<file path="src/rtl/adder_8bit_pkg.sv">
// Shared constants for the adder_8bit datapath leaf: operation mode encodings and default width.
package adder_pkg;

    localparam int unsigned MODE_ADD        = 0;
    localparam int unsigned MODE_SUB        = 1;
    localparam int unsigned ADDER_DEFAULT_N = 8;

endpackage

</file>
<file path="src/rtl/adder_8bit_full_adder_cell.sv">
// One-bit full adder; chained N times by adder_8bit to form the ripple carry path.
module full_adder_cell (
    input  logic a,
    input  logic b,
    input  logic cin,
    output logic s,
    output logic cout
);

    assign s    = a ^ b ^ cin;
    assign cout = (a & b) | (a & cin) | (b & cin);

endmodule

</file>
<file path="src/rtl/adder_8bit.sv">
// N-bit ripple add/sub with combinational result and a registered copy.
// Optional registered zero/overflow flags are enabled by defining ADDER_8BIT_FLAGS_EN.
module adder_8bit
    import adder_pkg::*;
#(
    parameter int unsigned N    = ADDER_DEFAULT_N,
    parameter int unsigned MODE = MODE_ADD
) (
    input  logic         clk,
    input  logic         rst,
    input  logic [N-1:0] a,
    input  logic [N-1:0] b,
    input  logic         bin,
    output logic [N-1:0] diff,
    output logic         bout,
    output logic [N-1:0] diff_q,
    output logic         bout_q
`ifdef ADDER_8BIT_FLAGS_EN
    ,
    output logic         zero_q,
    output logic         ovf_q
`endif
);

    localparam bit SUB = (MODE == MODE_SUB);

    logic [N:0]   carry;
    logic [N-1:0] b_eff;

    // Subtract as a + ~b + ~bin; the borrow is then the inverted carry-out.
    assign b_eff    = SUB ? ~b : b;
    assign carry[0] = SUB ? ~bin : bin;

    for (genvar i = 0; i < N; i++) begin : g_cell
        full_adder_cell u_cell (
            .a    (a[i]),
            .b    (b_eff[i]),
            .cin  (carry[i]),
            .s    (diff[i]),
            .cout (carry[i+1])
        );
    end

    assign bout = SUB ? ~carry[N] : carry[N];

`ifdef ADDER_8BIT_FLAGS_EN
    logic zero;
    logic ovf;

    always_comb begin
        zero = (diff == '0);
        if (SUB)
            ovf = (a[N-1] != b[N-1]) && (diff[N-1] != a[N-1]);
        else
            ovf = (a[N-1] == b[N-1]) && (diff[N-1] != a[N-1]);
    end
`endif

    always_ff @(posedge clk) begin
        if (rst) begin
            diff_q <= '0;
            bout_q <= 1'b0;
`ifdef ADDER_8BIT_FLAGS_EN
            zero_q <= 1'b0;
            ovf_q  <= 1'b0;
`endif
        end else begin
            diff_q <= diff;
            bout_q <= bout;
`ifdef ADDER_8BIT_FLAGS_EN
            zero_q <= zero;
            ovf_q  <= ovf;
`endif
        end
    end

endmodule

</file>
<file path="config.mk">
export PLATFORM = sky130hd
export DESIGN_NAME = adder_8bit
export DESIGN_NICKNAME = d
export VERILOG_FILES = /design/src/rtl/adder_8bit_pkg.sv /design/src/rtl/adder_8bit_full_adder_cell.sv /design/src/rtl/adder_8bit.sv
export SDC_FILE = /design/constraint.sdc
export NUM_CORES = 1
export LEC_CHECK = 0
export ABC_AREA = 0
export CAP_MARGIN = 20
export CELL_PAD_IN_SITES_DETAIL_PLACEMENT = 1
export CELL_PAD_IN_SITES_GLOBAL_PLACEMENT = 1
export CORE_ASPECT_RATIO = 1.5
export CORE_MARGIN = 1.5
export CORE_UTILIZATION = 24
export CTS_BUF_LIST = sky130_fd_sc_hd__clkbuf_4
export CTS_CLUSTER_DIAMETER = 150
export DETAILED_ROUTE_END_ITERATION = 6
export GPL_ROUTABILITY_DRIVEN = 0
export GPL_TIMING_DRIVEN = 0
export HOLD_SLACK_MARGIN = 0.06
export PLACE_DENSITY = 0.91
export SLEW_MARGIN = 25
export SYNTH_ARGS = -nofsm -noshare
export SYNTH_HDL_FRONTEND = slang
export SYNTH_SLANG_ARGS = --single-unit
</file>
<file path="constraint.sdc">
create_clock -name clk -period 5.5 [get_ports clk]
set_input_delay 0.825 -clock clk [delete_from_list [all_inputs] [get_ports clk]]
set_output_delay 0.825 -clock clk [all_outputs]
set_load 0.05 [all_outputs]
</file>
==> out/results.ini <==
[run_status]
status = complete, no violations

[detailed_routing]
vias = 419
first_iter_violations = 1
viasPerCell = 3.99
remaining_drc_errors = 0
first_pass_iters = 2
wire_per_inst_um = 10.3
ant_nets = 0
finalWirelength_um = 1080

[clock_network]
clk_path_buf_depth = 2
cts-root-buf = clkbuf_4
clock_sinks = 9
postCtsSetupBuffers = 0
cts-htree-levels = 1
cts_tree = built
clkTransAtPathRegs_ns = 0.06
cts_made_buffers = 3

[floorplanning]
num_io_pins = 37
core_um2 = 1880
die_area_um2 = 2310
die_x_um = 39.8
start_util_pct = 25.9
rows = 19
die_h_um = 58.2

[timing]
fin_crit_ns = 5.32
grt_setup_unrepaired = false
finalSetupTns_ns = 0
fin_crit_sh_pct = 96.7
tightest_slew_ns = 0.512
fmax_ghz = 0.188
setup_viol = 0
final-max-slew-violation-count = 0
final-hold-violation-count = 0
max_slew_margin_pct = 65.8

[critical_path]
path_delay_family = adder cells
path_max_fanout = 2
crit_chain = clkdlybuf4s50_1 > inv_1 > fa_1 > inv_1 > fa_1 > fa_2 > fa_2 > fa_2 > fa_2 > fa_1 > inv_1 > fa_1 > inv_1 > buf_4 > buf_6
critPathRequiredTime_ns = 4.68
crit_path_end_kind = output port
cp_slowest_stage_delay_ns = 0.42
critPathBufInv = 7
critical-path-slowest-cell = fa_1
critical_path_class = input pin to output port
cp.arrival_ns = 4.49
worstSetupStartpointType = input pin

[placement]
placedCellCount = 101
hpwl_um = 1000
numPortBuffers = 36
place_area_um2 = 873

[hold_path]
hold_start = rst
hold_path_class = input pin to register
hold_path_depth = 2
worstHoldEndpoint = diff_q[0]

[logic_synthesis]
ys_seq_elements = 9
yosysUniqueCellTypes = 6
synth_cells = 44
synth_warnings = 0
synth_area_um2 = 487
seq_area_frac_synth_pct = 37.0
syn_area_per_cell_um2 = 11.1
synth_nets = 71

[global_routing]
antenna_found_initial = 0
grt_usage_pct = 12.0
grt_pass1_vias = 471
grt_max_degree = 10
grt_pass1_wl_um = 1810
overflow = 0

[layout]
drive_gt1_share_pct = 20.2
final_core_util_pct = 48.6
fin_area_um2 = 912
nNetsFinal = 112
final_cells = 105
n_antenna_cell = 0
synthToLayoutAreaGrowth_pct = 87.4

[run]
maxCapViolations = 0

[pwr]
p_per_area_nw_per_um2 = 326
ir_drop_uv = 89.4
total_leakage_power_uw = 0.000403

## cells in the final DEF (no fill, tap or decap)
| cell type | n |
|---|---|
| buf_4 | 8 |
| nor2_1 | 3 |
| dfxtp_1 | 9 |
| fa_1 | 4 |
| clkdlybuf4s50_1 | 33 |
| buf_6 | 1 |
| nor2b_1 | 6 |
| inv_1 | 10 |
| dlygate4sd2_1 | 2 |
| clkbuf_4 | 4 |
| fa_2 | 4 |
## registers in the layout (all words and copies together), names as in the netlist
signal and flops:
bout_q 1, diff_q 8
## cell type report
class                   count  area [um^2]
inverters                  10         37.5
repair buffers             36          359
well taps                  21         26.3
plain buffers               8         60.1
multi-input cells          17          219
clock buffers               4         30.0
fillers                   222          966
flip-flops and latches      9          180
## per-stage QoR
step	power [uW]	worst slack, ns	hold slack (ns)
floorplan	186	0.627	0.892
global placement	242	-0.597	1.55
detailed placement	247	-0.653	1.57
CTS	302	0.0265	1.30
global route	313	0.0201	1.33
finish	297	0.181	1.30
## power breakdown
part	leakage (uW)	internal [uW]	switching, uW
combinational	0.000309	69.1	98.7
sequential	0.0000750	73.3	1.91
clock	0.0000184	32.8	21.6
## worst max path at each step
stage | startpoint | end | slack, ns | cells past startpoint
floorplan | a[0] | diff[7] | 0.63 | 13
global placement | a[0] | diff[7] | -0.60 | 15
detailed placement | a[0] | diff[7] | -0.65 | 15
CTS | a[0] | diff[7] | 0.03 | 15
global route | a[0] | diff[7] | 0.02 | 15
finish | a[0] | diff[7] | 0.18 | 15
## cell families (layout without fill, tap and decap cells)
group,Yosys count,after routing,synth area share [%]
AND/OR/NAND/NOR,9,9,10.0
buffers and inverters,18,58,20.1
flip-flops,9,9,37.0
adder cells (fa/ha/maj),8,8,32.9
## synth_stat cells
| master | instances | area, um^2 |
|---|---|---|
| nor2b_1 | 6 | 37.5 |
| buf_4 | 8 | 60.1 |
| fa_1 | 8 | 160 |
| dfxtp_1 | 9 | 180 |
| nor2_1 | 3 | 11.3 |
| inv_1 | 10 | 37.5 |
## repair_timing
item / CTS / global route
hold buffers: 0 / 0
setup endpoints to repair: 3 / 3
endpoints found under the hold margin: 0 / 0
gates resized for setup: 8 / 3
## layer usage
layer  up-vias  part of all wire [%]  track usage (%)  wire length [um]
li1        194                     -                -                 -
met1       195                    30             9.76               318
met3         6                   5.6             1.92                60
met5         -                     0                0                 0
met2        24                    61             21.1               655
met4         0                   3.9             12.3                42
Note: power is estimated with default switching activity, not from simulation.
